[config.mk]
export PLATFORM = sky130hd
export DESIGN_NAME = rsa_half_power_mod
export DESIGN_NICKNAME = d
export VERILOG_FILES = /design/src/rtl/RSA_pkg.sv /design/src/rtl/rsa_mod_halve.sv /design/src/rtl/rsa_half_power_mod.sv
export SDC_FILE = /design/constraint.sdc
export NUM_CORES = 2
export LEC_CHECK = 0
export BUFFER_PORTS_ARGS = -buffer_cell sky130_fd_sc_hd__buf_2
export CORE_MARGIN = 8
export CORE_UTILIZATION = 48
export DETAILED_ROUTE_END_ITERATION = 8
export PLACE_DENSITY = 0.7
export SLEW_MARGIN = 5
export SYNTH_ARGS = -nofsm -noshare
export SYNTH_HDL_FRONTEND = slang
export SYNTH_SLANG_ARGS = --single-unit
export TNS_END_PERCENT = 30
[constraint.sdc]
create_clock -name clk -period 10.17 [get_ports clk]
set_input_delay 0 -clock clk [delete_from_list [all_inputs] [get_ports clk]]
set_output_delay 0 -clock clk [all_outputs]
set_load 0.02 [all_outputs]
[src/rtl/RSA_pkg.sv]
// Shared types for the Montgomery-style halving block: operand width,
// round-count type and the request/result records.
package RSA_pkg;
  localparam int MOD_WIDTH = 256;

  typedef logic [31:0] IntType;

  typedef struct packed {
    logic [MOD_WIDTH-1:0] value;
    IntType               power;
    logic [MOD_WIDTH-1:0] modulus;
  } RSAHalfPowerModIn;

  typedef logic [MOD_WIDTH-1:0] RSAHalfPowerModOut;
endpackage

[src/rtl/rsa_mod_halve.sv]
// One modular halving step: multiply acc by 2^-1 mod an odd modulus.
// An odd acc gets the modulus added first so the sum is even.
module rsa_mod_halve #(
  parameter int W = 256
) (
  input  logic [W:0]   acc,
  input  logic [W-1:0] modulus,
  output logic [W:0]   res
);
  logic [W:0] sum;

  // acc < modulus keeps the sum below 2^(W+1), so the carry lives in bit W
  assign sum = acc + {1'b0, modulus};
  assign res = acc[0] ? (sum >> 1) : (acc >> 1);
endmodule

[src/rtl/rsa_half_power_mod.sv]
// Computes value * 2^(-power) mod modulus, one halving per clock,
// behind a valid/ready request and result handshake.
module rsa_half_power_mod
  import RSA_pkg::*;
(
  input  logic              clk,
  input  logic              rst,
  input  logic              i_valid,
  output logic              i_ready,
  input  RSAHalfPowerModIn  i_in,
  output logic              o_valid,
  input  logic              o_ready,
  output RSAHalfPowerModOut o_out
);
  typedef enum logic [1:0] {IDLE, CALCULATE, WAITDONE} state_t;

  state_t               state;
  logic [MOD_WIDTH:0]   acc;
  logic [MOD_WIDTH:0]   acc_next;
  IntType               power;
  IntType               cnt;
  logic [MOD_WIDTH-1:0] modulus;

  rsa_mod_halve #(.W(MOD_WIDTH)) u_halve (
    .acc     (acc),
    .modulus (modulus),
    .res     (acc_next)
  );

  assign i_ready = (state == IDLE);
  assign o_valid = (state == WAITDONE);
  assign o_out   = acc[MOD_WIDTH-1:0];

  always_ff @(posedge clk or negedge rst) begin
    if (!rst) begin
      state   <= IDLE;
      acc     <= '0;
      power   <= '0;
      cnt     <= '0;
      modulus <= '0;
    end else begin
      case (state)
        IDLE: if (i_valid) begin
          acc     <= {1'b0, i_in.value};
          power   <= i_in.power;
          modulus <= i_in.modulus;
          cnt     <= '0;
          state   <= (i_in.power == '0) ? WAITDONE : CALCULATE;
        end
        CALCULATE: begin
          acc <= acc_next;
          // exit on the edge doing the last round so latency equals power
          if (cnt == power - IntType'(1)) begin
            cnt   <= '0;
            state <= WAITDONE;
          end else begin
            cnt <= cnt + IntType'(1);
          end
        end
        WAITDONE: if (o_ready) state <= IDLE;
        default: state <= IDLE;
      endcase
    end
  end
endmodule

==> impl_metrics.xml <==
<?xml version="1.0" encoding="UTF-8"?>
<metrics>
  <group name="status">
    <metric name="status" unit="">finished, violations left</metric>
    <metric name="violated_checks" unit="">hold timing</metric>
  </group>
  <group name="timing">
    <metric name="max_freq" unit="MHz">149.4</metric>
    <metric name="fin_skew" unit="ns">0.02555</metric>
    <metric name="final-max-slew-violation-count" unit="">0</metric>
    <metric name="minimum_period_implied_by_the_final_worst_setup_slack" unit="ns">6.691</metric>
    <metric name="setup-violations-final" unit="">0</metric>
    <metric name="grt_setup_unrepaired" unit="">no</metric>
    <metric name="fin_crit_sh" unit="%">65.80</metric>
    <metric name="slew-limit-headroom" unit="%">14.53</metric>
    <metric name="hold_violations" unit="">20</metric>
    <metric name="worst-slew-pin-transition" unit="ns">1.270</metric>
    <metric name="setup_tns" unit="ns">0</metric>
    <metric name="fin_worst_hold_slack" unit="ns">-0.02076</metric>
  </group>
  <group name="logic_synthesis">
    <metric name="postSynth.asyncResetShare" unit="%">100.0</metric>
    <metric name="synth.ff_latch_count" unit="">578</metric>
    <metric name="synth_fp_nets" unit="">7094</metric>
    <metric name="synth_seq_area_share" unit="%">30.77</metric>
    <metric name="synth_largest_area_cell" unit="">dfrtp_1</metric>
    <metric name="synth_top_area_share" unit="%">30.77</metric>
    <metric name="synth-warning-count" unit="">0</metric>
    <metric name="post_synth_inst_count" unit="">6288</metric>
    <metric name="synth.lib_cells_used.distinct" unit="">83</metric>
    <metric name="synth_top_cells_by_area" unit="">dfrtp_1 31%, nand2_1 11%, ha_1 6.8%, a21oi_1 6.8%, o21ai_0 5.3%</metric>
    <metric name="synth.avg_cell_area" unit="µm²">7.477</metric>
    <metric name="synth_area" unit="µm²">47010</metric>
    <metric name="dominantRegCellSynth" unit="">dfrtp_1</metric>
    <metric name="synth-edff-count" unit="">0</metric>
  </group>
  <group name="setup_path">
    <metric name="setup.worst_path.end" unit="">acc[204]</metric>
    <metric name="timing.rr.start" unit="">acc[74]</metric>
    <metric name="cp_data_required_time" unit="ns">10.73</metric>
    <metric name="timing.critical_path.from_type" unit="">flip-flop</metric>
    <metric name="startpoint" unit="">acc[74]</metric>
    <metric name="worst_r2r_endpoint" unit="">acc[204]</metric>
    <metric name="worstRegToRegCells" unit="">15</metric>
    <metric name="timing.critical_path.fanout_max" unit="">7</metric>
    <metric name="setup.worst_path.class" unit="">flip-flop to flip-flop</metric>
    <metric name="crit_chain" unit="">ha_1 -&gt; nand4_1 -&gt; or2_2 -&gt; nor4_1 -&gt; and3_1 -&gt; o211ai_1 -&gt; and3_1 -&gt; o21ai_1 -&gt; a31oi_1 -&gt; o31ai_1 -&gt; a21oi_1 -&gt; xor2_1 -&gt; nand3_1 -&gt; and2_1 -&gt; dlygate4sd3_1</metric>
    <metric name="crit_path_max_incr_delay" unit="ns">1.11</metric>
    <metric name="slowest_stage" unit="">o31ai_1</metric>
    <metric name="worst-endpoint-arrival" unit="ns">7.25</metric>
    <metric name="setup.worst_path.end_class" unit="">flip-flop</metric>
    <metric name="crit_top_cell" unit="">and3_1</metric>
    <metric name="r2r_setup_slack" unit="ns">3.48</metric>
  </group>
  <group name="final_layout">
    <metric name="seqCellArea" unit="µm²">14470</metric>
    <metric name="fraction_of_layout_instances_using_a_drive_strength_above_1" unit="%">14.02</metric>
    <metric name="final_nets" unit="">8153</metric>
    <metric name="area_growth" unit="%">26.58</metric>
    <metric name="fillers" unit="">8529</metric>
    <metric name="multi_input_combinational_cell_area" unit="µm²">30630</metric>
    <metric name="postLayoutCoreUtil" unit="%">60.91</metric>
  </group>
  <group name="detailed_routing">
    <metric name="detail_route.wl_per_cell" unit="µm">28.19</metric>
    <metric name="drt_drc_violations_left" unit="">0</metric>
    <metric name="firstDrtPassIters" unit="">9</metric>
    <metric name="postRouteWirelength" unit="µm">245300</metric>
    <metric name="route.antenna.remaining_nets" unit="">0</metric>
    <metric name="via_count" unit="">56960</metric>
    <metric name="first_iter_violations" unit="">7051</metric>
    <metric name="avgViaCountPerCell" unit="">6.545</metric>
  </group>
  <group name="floorplan">
    <metric name="core.rowCount" unit="">115</metric>
    <metric name="top_level_ports" unit="">806</metric>
    <metric name="start_util" unit="%">48.12</metric>
    <metric name="vertical_die_dimension" unit="µm">329.0</metric>
    <metric name="fp.coreArea" unit="µm²">97700</metric>
    <metric name="area_enclosed_by_the_die_boundary" unit="µm²">108200</metric>
    <metric name="die-width" unit="µm">329.0</metric>
  </group>
  <group name="cts">
    <metric name="clock_tree_from_tritoncts" unit="">built</metric>
    <metric name="cts.repair_timing.setup_buffer_count" unit="">0</metric>
    <metric name="clock_tree.htree_level_count" unit="">3</metric>
    <metric name="cts_made_buffers" unit="">70</metric>
    <metric name="clockBufferDepth" unit="">3</metric>
    <metric name="worstSkewPairLatency" unit="ns">0.68</metric>
    <metric name="ctsHoldBuffers" unit="">549</metric>
    <metric name="clock-root-buffer" unit="">clkbuf_16</metric>
    <metric name="cts-resized-gates" unit="">0</metric>
    <metric name="clock_sink_count" unit="">578</metric>
    <metric name="clk_slew_on_worst_s_h_paths" unit="ns">0.06</metric>
  </group>
  <group name="grt">
    <metric name="grt_usage" unit="%">43.29</metric>
    <metric name="globalRoute.totalOverflow" unit="">0</metric>
    <metric name="first_pass_grt_wire_length" unit="µm">358900</metric>
    <metric name="vias_in_the_first_global_route" unit="">55240</metric>
    <metric name="number_of_antenna_violations_at_the_first_check_in_global_routing" unit="">12</metric>
    <metric name="grt_start_max_net_pins" unit="">185</metric>
  </group>
  <group name="placement">
    <metric name="port_buffers" unit="">805</metric>
    <metric name="post-dp-hpwl" unit="µm">185400</metric>
    <metric name="place.gp.congestion" unit="">1.069</metric>
  </group>
  <group name="power_and_ir_drop">
    <metric name="powerDensity" unit="nW/µm²">453.7</metric>
    <metric name="power.leakage" unit="nW">26.99</metric>
    <metric name="vdd_drop_max" unit="mV">0.3759</metric>
    <metric name="power" unit="mW">27.00</metric>
  </group>
  <group name="min_path">
    <metric name="worstHoldPathType" unit="">primary input to asynchronous set/reset pin</metric>
  </group>
  <group name="flow_run">
    <metric name="maxCapViolCount" unit="">0</metric>
  </group>
</metrics>
## cells in the mapped netlist (22+ instances only)
cell type	number
nand2_1	1371
a21oi_1	641
dfrtp_1	578
o21ai_0	495
nor2_1	420
clkbuf_1	381
ha_1	257
xnor2_1	189
nand4_1	188
a21o_1	145
o22ai_1	127
a221oi_1	126
xor2_1	126
and3_1	117
o21bai_1	112
inv_1	102
nor3_1	94
o22a_1	78
nand3_1	76
nor4_1	61
mux2i_1	57
o21a_1	52
a31oi_1	45
or2_2	34
a21boi_0	28
nor2b_1	28
o31ai_1	27
nand2b_1	26
a222oi_1	23
o211ai_1	22
or3_1	22
## critical path, delay by kind of cell (launching register included)
family                   cells  cell delay [ns]
buffers and inverters        1             0.55
AND/OR/NAND/NOR              7             2.50
XOR/XNOR                     1             0.22
flip-flops                   1             0.43
AO/OA/AOI/OAI                5             2.41
adder cells (fa/ha/maj)      1             0.46
## cells in the final DEF (no fill, tap or decap), types with 26 or more instances in the layout
master,n
nor2b_1,28
o21a_1,52
dlygate4sd3_1,549
o22a_1,78
nand3_1,76
nand2_1,1368
or2_2,34
o31ai_1,27
nor4_1,61
a21oi_1,641
and3_1,116
buf_4,41
a221oi_1,126
nand2b_1,26
o21ai_0,495
ha_1,257
xor2_1,126
buf_2,803
nor3_1,94
dfrtp_1,576
a31oi_1,45
o22ai_1,127
nor2_1,417
mux2i_1,57
o21bai_1,112
a21o_1,145
inv_1,101
xnor2_1,189
clkbuf_16,71
nand4_1,188
a21boi_0,28
## power breakdown
part           switching, mW  leakage [nW]  internal, mW
Clock                   1.13          1.19          1.57
Combinational           13.1          18.8          6.28
Sequential              1.47          7.02          3.41
Total                   15.7          27.0          11.3
## per-stage QoR
step,setup slack (ns),area (µm²),cells
global placement,3.988,51550,8013
global route,3.457,59490,8694
detailed placement,3.969,51550,8013
CTS,3.800,59480,8690
floorplan,5.288,47010,6288
finish,3.479,59510,8703
## sequential cells by signal, summed over array words and instances, names as in the netlist
signal   flops
state        2
acc        256
modulus    256
power       32
cnt         32
## layer usage
layer	up-vias	global-route usage (%)	share of wire (%)
met1	27320	55.80	39
li1	24900	-	-
met3	809	10.26	11
met4	10	24.36	6.9
met2	3921	66.58	43
met5	-	0	0.028
## cell families after synthesis
family                   synth area share (%)
flip-flops                              30.77
multiplexers                            1.309
AND/OR/NAND/NOR                         23.69
AO/OA/AOI/OAI                           27.28
XOR/XNOR                                5.868
buffers and inverters                   4.205
adder cells (fa/ha/maj)                 6.882
## cell type report
type / instances / share of cell area (%)
clock buffers: 99 / 3.448
multi-input cells: 5195 / 51.48
inverters: 103 / 0.6623
repair buffers: 1399 / 16.70
clock inverters: 29 / 0.6350
flip-flops and latches: 578 / 24.32
diodes: 13 / 0.05467
well taps: 1287 / 2.706
## worst min path at each step
| stage | end | slack [ns] | depth (start not counted) |
|---|---|---|---|
| finish | cnt[19] | -0.02 | 2 |
| global placement | cnt[19] | 0.14 | 1 |
| floorplan | acc[0] | -0.30 | 0 |
| global route | modulus[94] | 0.07 | 4 |
| detailed placement | cnt[17] | 0.14 | 1 |
| CTS | acc[189] | 0.01 | 4 |
No activity file was read; power rests on OpenSTA's default activity.
